`src/rtl/snr_meas_ctrl_if.sv`:
```
// rtl/snr_meas_ctrl_if.sv - control, sample and result bundle for snr_meas_ctrl
//
// Purpose: groups every non-clock, non-reset signal of the SNR measurement
// controller so the controller and its driver share one connection point.
//
// Signals (direction given from the controller's side, modport slave):
//   start        in   1   one-cycle request to begin a measurement
//   abort        in   1   synchronous cancel of the measurement in progress
//   continuous   in   1   restart a window automatically after each result
//   win_log2     in   4   window length exponent (clamped to 4..10)
//   sample_valid in   1   qualifies filtered / un_filtered
//   filtered     in  10   unsigned filtered sample magnitude
//   un_filtered  in  10   unsigned unfiltered sample magnitude
//   thr          in  17   low-SNR threshold
//   busy         out  1   high whenever the controller is not idle
//   snr          out 17   last SNR result, held between results
//   snr_valid    out  1   one-cycle strobe marking a new snr
//   div_zero     out  1   last result saturated because unf_sum <= filt_sum
//   snr_low      out  1   last snr was below thr

interface snr_meas_ctrl_if;
    logic        start;
    logic        abort;
    logic        continuous;
    logic [3:0]  win_log2;
    logic        sample_valid;
    logic [9:0]  filtered;
    logic [9:0]  un_filtered;
    logic [16:0] thr;
    logic        busy;
    logic [16:0] snr;
    logic        snr_valid;
    logic        div_zero;
    logic        snr_low;

    modport master (
        output start, abort, continuous, win_log2, sample_valid,
               filtered, un_filtered, thr,
        input  busy, snr, snr_valid, div_zero, snr_low
    );

    modport slave (
        input  start, abort, continuous, win_log2, sample_valid,
               filtered, un_filtered, thr,
        output busy, snr, snr_valid, div_zero, snr_low
    );
endinterface

```
`src/rtl/snr_meas_ctrl.sv`:
```
// rtl/snr_meas_ctrl.sv - windowed SNR measurement controller with serial divider
//
// Purpose: accumulates 2^win filtered and unfiltered sample magnitudes, then
// divides filt_sum by (unf_sum - filt_sum) with a 20-cycle restoring divider
// and publishes the saturated 17-bit quotient as the SNR result.
//
// Ports:
//   clk   in  clock, all state updates on the rising edge
//   rstn  in  asynchronous active-low reset
//   bus   snr_meas_ctrl_if.slave (start/abort/continuous/win_log2, sample
//         stream, thr; busy/snr/snr_valid/div_zero/snr_low)
//
// Build option: define SNR_MEAS_CTRL_AVG_EN to make snr an exponential
// average (weight 1/4) of successive results instead of the latest result.

module snr_meas_ctrl (
    input  logic            clk,
    input  logic            rstn,
    snr_meas_ctrl_if.slave  bus
);

    typedef enum logic [1:0] {
        IDLE  = 2'd0,
        ACCUM = 2'd1,
        DIV   = 2'd2,
        DONE  = 2'd3
    } state_t;

    localparam logic [16:0] SNR_MAX = 17'h1FFFF;

    state_t      state;
    state_t      state_nxt;

    logic [3:0]  win;
    logic [10:0] cnt;
    logic [19:0] filt_sum;
    logic [19:0] unf_sum;
    logic [19:0] quo;
    logic [19:0] rem;
    logic [4:0]  div_cnt;
    logic [16:0] snr_r;
    logic        div_zero_r;
    logic        snr_low_r;
`ifdef SNR_MEAS_CTRL_AVG_EN
    logic        avg_valid;
`endif

    logic [3:0]  win_clamped;
    logic [10:0] win_len;
    logic        accept;
    logic        last_sample;
    logic        div_last;
    logic        start_window;
    logic [19:0] divisor;
    logic [20:0] rem_sh;
    logic        sub_ok;
    logic [19:0] rem_nxt;
    logic [19:0] quo_nxt;
    logic        dz_now;
    logic [16:0] q_sat;
    logic [16:0] snr_new;

    always_comb begin
        if (bus.win_log2 < 4'd4) begin
            win_clamped = 4'd4;
        end else if (bus.win_log2 > 4'd10) begin
            win_clamped = 4'd10;
        end else begin
            win_clamped = bus.win_log2;
        end
    end

    assign win_len      = 11'd1 << win;
    assign accept       = (state == ACCUM) && bus.sample_valid && !bus.abort;
    assign last_sample  = accept && (cnt == win_len - 11'd1);
    assign div_last     = (state == DIV) && (div_cnt == 5'd19);
    assign start_window = !bus.abort &&
                          (((state == IDLE) && bus.start) ||
                           ((state == DONE) && bus.continuous));

    // Restoring divider: the dividend is shifted out of quo from the top while
    // quotient bits are shifted in at the bottom. The remainder is always
    // below the divisor, so the 20-bit subtraction cannot lose information.
    assign divisor = unf_sum - filt_sum;
    assign rem_sh  = {rem, quo[19]};
    assign sub_ok  = rem_sh >= {1'b0, divisor};
    assign rem_nxt = sub_ok ? (rem_sh[19:0] - divisor) : rem_sh[19:0];
    assign quo_nxt = {quo[18:0], sub_ok};

    assign dz_now = unf_sum <= filt_sum;
    assign q_sat  = (quo_nxt[19:17] != 3'd0) ? SNR_MAX : quo_nxt[16:0];

    always_comb begin
        snr_new = q_sat;
        if (dz_now) begin
            snr_new = SNR_MAX;
        end
`ifdef SNR_MEAS_CTRL_AVG_EN
        else if (avg_valid) begin
            snr_new = 17'($signed({1'b0, snr_r}) +
                          (($signed({1'b0, q_sat}) - $signed({1'b0, snr_r})) >>> 2));
        end
`endif
    end

    always_ff @(posedge clk or negedge rstn) begin
        if (!rstn) begin
            state <= IDLE;
        end else begin
            state <= state_nxt;
        end
    end

    always_comb begin
        state_nxt = state;
        if (bus.abort) begin
            state_nxt = IDLE;
        end else begin
            case (state)
                IDLE:    if (bus.start) state_nxt = ACCUM;
                ACCUM:   if (last_sample) state_nxt = DIV;
                DIV:     if (div_last) state_nxt = DONE;
                DONE:    state_nxt = bus.continuous ? ACCUM : IDLE;
                default: state_nxt = IDLE;
            endcase
        end
    end

    always_ff @(posedge clk or negedge rstn) begin
        if (!rstn) begin
            win        <= 4'd4;
            cnt        <= '0;
            filt_sum   <= '0;
            unf_sum    <= '0;
            quo        <= '0;
            rem        <= '0;
            div_cnt    <= '0;
            snr_r      <= '0;
            div_zero_r <= 1'b0;
            snr_low_r  <= 1'b0;
`ifdef SNR_MEAS_CTRL_AVG_EN
            avg_valid  <= 1'b0;
`endif
        end else if (bus.abort) begin
`ifdef SNR_MEAS_CTRL_AVG_EN
            // The next result after an abort starts a fresh average.
            avg_valid  <= 1'b0;
`endif
        end else begin
            if (start_window) begin
                win      <= win_clamped;
                cnt      <= '0;
                filt_sum <= '0;
                unf_sum  <= '0;
            end
            if (accept) begin
                filt_sum <= filt_sum + {10'd0, bus.filtered};
                unf_sum  <= unf_sum + {10'd0, bus.un_filtered};
                cnt      <= cnt + 11'd1;
                if (last_sample) begin
                    // Seed the divider with the final sum, including this sample.
                    quo     <= filt_sum + {10'd0, bus.filtered};
                    rem     <= '0;
                    div_cnt <= '0;
                end
            end
            if (state == DIV) begin
                quo     <= quo_nxt;
                rem     <= rem_nxt;
                div_cnt <= div_cnt + 5'd1;
                if (div_last) begin
                    snr_r      <= snr_new;
                    div_zero_r <= dz_now;
                    snr_low_r  <= snr_new < bus.thr;
`ifdef SNR_MEAS_CTRL_AVG_EN
                    avg_valid  <= 1'b1;
`endif
                end
            end
        end
    end

    assign bus.busy      = state != IDLE;
    assign bus.snr_valid = state == DONE;
    assign bus.snr       = snr_r;
    assign bus.div_zero  = div_zero_r;
    assign bus.snr_low   = snr_low_r;

endmodule

```
`src/flat_wrapper.sv`:
```
// flat-port wrapper written by rule: the top's interface ports become plain ports
module snr_meas_ctrl_flat 
  (clk, rstn, bus_start, bus_abort, bus_continuous, bus_win_log2, bus_sample_valid, bus_filtered, bus_un_filtered, bus_thr, bus_busy, bus_snr, bus_snr_valid, bus_div_zero, bus_snr_low);
  snr_meas_ctrl_if bus_i ();
  input  logic clk;
  input  logic rstn;
  input wire logic [$bits(bus_i.start)-1:0] bus_start;
  input wire logic [$bits(bus_i.abort)-1:0] bus_abort;
  input wire logic [$bits(bus_i.continuous)-1:0] bus_continuous;
  input wire logic [$bits(bus_i.win_log2)-1:0] bus_win_log2;
  input wire logic [$bits(bus_i.sample_valid)-1:0] bus_sample_valid;
  input wire logic [$bits(bus_i.filtered)-1:0] bus_filtered;
  input wire logic [$bits(bus_i.un_filtered)-1:0] bus_un_filtered;
  input wire logic [$bits(bus_i.thr)-1:0] bus_thr;
  output wire logic [$bits(bus_i.busy)-1:0] bus_busy;
  output wire logic [$bits(bus_i.snr)-1:0] bus_snr;
  output wire logic [$bits(bus_i.snr_valid)-1:0] bus_snr_valid;
  output wire logic [$bits(bus_i.div_zero)-1:0] bus_div_zero;
  output wire logic [$bits(bus_i.snr_low)-1:0] bus_snr_low;
  assign bus_i.start = bus_start;
  assign bus_i.abort = bus_abort;
  assign bus_i.continuous = bus_continuous;
  assign bus_i.win_log2 = bus_win_log2;
  assign bus_i.sample_valid = bus_sample_valid;
  assign bus_i.filtered = bus_filtered;
  assign bus_i.un_filtered = bus_un_filtered;
  assign bus_i.thr = bus_thr;
  assign bus_busy = bus_i.busy;
  assign bus_snr = bus_i.snr;
  assign bus_snr_valid = bus_i.snr_valid;
  assign bus_div_zero = bus_i.div_zero;
  assign bus_snr_low = bus_i.snr_low;
  snr_meas_ctrl u_core (.clk(clk), .rstn(rstn), .bus(bus_i));
endmodule
```
`config.mk`:
```
export PLATFORM = sky130hd
export DESIGN_NAME = snr_meas_ctrl_flat
export DESIGN_NICKNAME = d
export VERILOG_FILES = /design/src/rtl/snr_meas_ctrl_if.sv /design/src/rtl/snr_meas_ctrl.sv /design/src/flat_wrapper.sv
export SDC_FILE = /design/constraint.sdc
export NUM_CORES = 1
export LEC_CHECK = 0
export CAP_MARGIN = 20
export CORE_MARGIN = 2
export CORE_UTILIZATION = 60
export DETAILED_ROUTE_END_ITERATION = 10
export GPL_ROUTABILITY_DRIVEN = 0
export PLACE_DENSITY_LB_ADDON = 0.3
export SLEW_MARGIN = 20
export SYNTH_ARGS = -nofsm -noshare
export SYNTH_HDL_FRONTEND = slang
export SYNTH_SLANG_ARGS = --single-unit
```
`constraint.sdc`:
```
create_clock -name clk -period 4.6 [get_ports clk]
set_input_delay 0.92 -clock clk [delete_from_list [all_inputs] [get_ports clk]]
set_output_delay 0.92 -clock clk [all_outputs]
set_load 0.01 [all_outputs]
```
==> results.md, run 1 <==
- Slowest cell on the critical path: fa_1
- Area of the mapped netlist: 9280 µm²
- DRT Wirelength: around 22000 µm
- CP Class: reg2reg
- First-pass GRT wire length: between 30000 and 40000 µm
- Max Fclk: ~230 MHz
- Largest area contributor in the netlist: dfrtp_1
- Deepest clock path buffer count: 2
- PortBufs: between 60 and 70
- Clock root buffer: clkbuf_16
- Crit-path max FO: 13
- Outcome: completed
- Initial drt markers: roughly 700
- Ys async rst share: 100%
- Number of fill cells in the layout: between 1000 and 1500
- Post CTS Setup Buffer Count: 0
- RSZ-0062 raised after global routing: false
- #FFs+latches synth: 121
- CTS H-tree lvls: 4
- Final setup vio count: 0
- Slew @ Worst Pin: slightly above 1 ns
- Count leader, synth: dfrtp_1
- Final min period: approximately 4.3 ns
- Largest net degree at the start of global routing: 63
- DRT antenna net count: 0
- Main synth FF type: dfrtp_1
- Highest metal used: met4
- Synth area leaders: dfrtp_1 32%, ha_1 11%, o21ai_0 4.6%, nand2_1 4.4%, a21oi_1 4.0%
- Std cell rows: 45
- Worst-skew pair later-pin latency: approximately 0.44 ns
- Clock Sinks: 121
- WL met3: roughly 1400 µm
- Avg Cell Area, Syn: ~8.6 µm²
- DR vias: between 8000 and 9000
- Area Growth Syn to Fin: 15.7%
- Count of cell types in the netlist: 71
- Hold Path Class: reg2reg
- Via density: a little over 6
- Ratio of cells with drive above 1 in the final layout: under 10%
- Worst EP required: a little under 5 ns
- Final worst slack: slightly above 0.3 ns
- Ys Warns: 0
- I/O pins: approximately 70
- DR WL met2: around 11000 µm
- DRT Pass-1 Iters: 7
- Vias in the first global route: between 7000 and 8000
- N_diodes: 0
- Setup Slack @ Placement: around 0.17 ns
- Leak pwr: 4.81 nW
- Top-area cell type share of the netlist area: between 30% and 40%
- Number of CTS-inserted buffers: 17
- Crit. End Element: register
- Starting Density: ~61%
- Fin nets: 1272
- Area after DPL: between 10000 and 15000 µm²
- DRC viols: 0
- TNS Setup: 0 ns
- WP data arrival: between 4 and 5 ns
- Final period utilization: between 90% and 100%
- M1 wire length: roughly 10000 µm
- Worst vdd ir: 0.000407 V
- EDFF count, synth: 0
- Die Ht: between 100 and 150 µm
- CP peak stage delay: 0.42 ns
- Gate Count Post-Synth: 1084
- Die ar.: 16500 µm²
- PwrDens: between 800 and 900 nW/µm²
- DR WL/cell: around 17 µm
- Die Wd: approximately 130 µm
- Clk slew on worst S/H paths: about 0.06 ns
- Crit path cell chain: ha_1 -> fa_1 -> nand2b_1 -> a21oi_2 -> a21boi_0 -> o21ai_0 -> xnor2_1 -> ha_1 -> and3_1 -> and2_1 -> o211ai_1 -> o211a_1 -> o21ai_1 -> a41o_2 -> buf_12 -> nand2_1 -> o211ai_1
- Design area: approximately 11000 µm²
- Synthesized Nets: roughly 1200
- Startpoint type of the worst setup path: register
- CTS tree: built
- Final Skew: between 0.015 and 0.02 ns
- Post-DP HPWL: between 15000 and 20000 µm
- Final hold viol count: 0
- Core area: 15100 µm²
- Total GRT Usage: between 20 and 30%
- Slew Limit Fails: 0
- Max_cap viols: 0
- Top post-synthesis cells by count: 120 x dfrtp_1, 109 x nand2_1, 85 x o21ai_0
- Grt total ovfl: 0
- Seq/Total Area, Yosys: between 30% and 40%
- Antenna violations before repair: 0
- Slew margin rel.: 32.0%
[stage by stage]
step | utilization, % | instances | hold WS [ns] | total power, W
2_1_floorplan | - | 1084 | 0.452 | 0.00588
3_3_place_gp | 66.7 | 1306 | 0.471 | 0.00698
3_5_place_dp | 66.7 | 1306 | 0.479 | 0.00710
4_1_cts | 70.7 | 1338 | 0.487 | 0.00858
5_1_grt | 70.9 | 1338 | 0.505 | 0.00944
6_report | 70.9 | 1338 | 0.485 | 0.00868
[state kept, by name (all words and copies together) (netlist names)]
name / flops
u_core.filt_sum: 20
u_core.quo: 20
u_core.rem: 20
u_core.unf_sum: 20
u_core.bus.snr: 17
u_core.cnt: 11
u_core.div_cnt: 5
u_core.win: 4
u_core.state: 2
u_core.bus.div_zero: 1
u_core.bus.snr_low: 1
[critical path, delay by kind of cell (launching register included)]
kind | cells | cell delay [ns]
AOI/OAI and AO/OA | 8 | 1.76
xor gates and xnor gates | 1 | 0.11
adders and majority gates | 3 | 1.04
buffers and inverters | 1 | 0.17
DFF | 1 | 0.40
and+or+nand+nor | 4 | 0.73
[report_power, final]
part | switching [W] | internal [W]
combinational | 0.00336 | 0.00244
clock | 0.000550 | 0.000861
sequential | 0.000223 | 0.00124
[timing repair]
action / CTS / global route
hold buffers: 0 / 0
setup endpoints to repair: 0 / 23
gates resized for setup: 0 / 10
[layout make-up]
class	count	area (µm²)	area share [%]
multi-input combinational	856	5850	54.5
tap	188	235	2.19
sequential	121	3030	28.2
clock buffer	17	425	3.96
clock inverter	15	190	1.77
timing repair buffer	81	786	7.32
inverter	60	225	2.10
[cell usage in the layout, fill, tap and decap left out, types with 9 or more instances in the layout]
| cell type | n |
|---|---|
| o21ai_0 | 83 |
| ha_1 | 84 |
| mux2i_1 | 31 |
| nand4_1 | 11 |
| o21ai_1 | 33 |
| nor3_1 | 19 |
| buf_4 | 14 |
| nor2_1 | 58 |
| nand2b_1 | 31 |
| xnor2_1 | 33 |
| clkdlybuf4s50_1 | 66 |
| inv_1 | 59 |
| a21o_1 | 18 |
| xor2_1 | 30 |
| clkbuf_16 | 17 |
| and3_1 | 14 |
| o211ai_1 | 9 |
| nand2_1 | 109 |
| nand3_1 | 52 |
| a21oi_1 | 73 |
| nor2b_1 | 11 |
| mux2_2 | 19 |
| a31oi_1 | 13 |
| dfrtp_1 | 120 |
[kinds of logic (layout without fill, tap and decap cells)]
group | after synthesis | count (layout) | share of synthesized area, %
DFF | 121 | 121 | 32.6
and+or+nand+nor | 346 | 346 | 18.3
muxes | 56 | 56 | 6.37
buffers and inverters | 107 | 173 | 4.73
AOI/OAI and AO/OA | 303 | 303 | 19.8
adders and majority gates | 88 | 88 | 12.2
xor gates and xnor gates | 63 | 63 | 5.94
[worst paths after layout]
path                                                     start                        endpoint  slack [ns]  cells after the start
worst max-delay path            u_core.filt_sum[0]$_DFFE_PN0P_      u_core.rem[16]$_DFFE_PN0P_        0.30                     17
worst min-delay path            u_core.unf_sum[19]$_DFFE_PN0P_  u_core.unf_sum[19]$_DFFE_PN0P_        0.49                      1
worst max register to register  u_core.filt_sum[0]$_DFFE_PN0P_      u_core.rem[16]$_DFFE_PN0P_        0.30                     17
worst min register to register  u_core.unf_sum[19]$_DFFE_PN0P_  u_core.unf_sum[19]$_DFFE_PN0P_        0.49                      1
max in group asynchronous                                 rstn       u_core.win[2]$_DFFE_PN1P_        3.07                      2
min in group asynchronous                                 rstn   u_core.div_cnt[0]$_DFFE_PN0P_        0.55                      1
[per-layer routing]
metal | vias up | track usage, %
met5 | - | 0
met4 | 0 | 8.40
met3 | 28 | 4.28
met2 | 268 | 46.0
met1 | 3887 | 39.2
li1 | 4017 | -
(Power assumes the default switching activity.)
==> run 2: changes to the inputs <==
--- a/config.mk
+++ b/config.mk
@@ -11,6 +11,7 @@
 export DETAILED_ROUTE_END_ITERATION = 10
 export GPL_ROUTABILITY_DRIVEN = 0
 export PLACE_DENSITY_LB_ADDON = 0.3
+export SKIP_CTS_REPAIR_TIMING = 1
 export SLEW_MARGIN = 20
 export SYNTH_ARGS = -nofsm -noshare
 export SYNTH_HDL_FRONTEND = slang
==> results of run 2 <==
Final layout, timing and power as in run 1 (identical DEF).
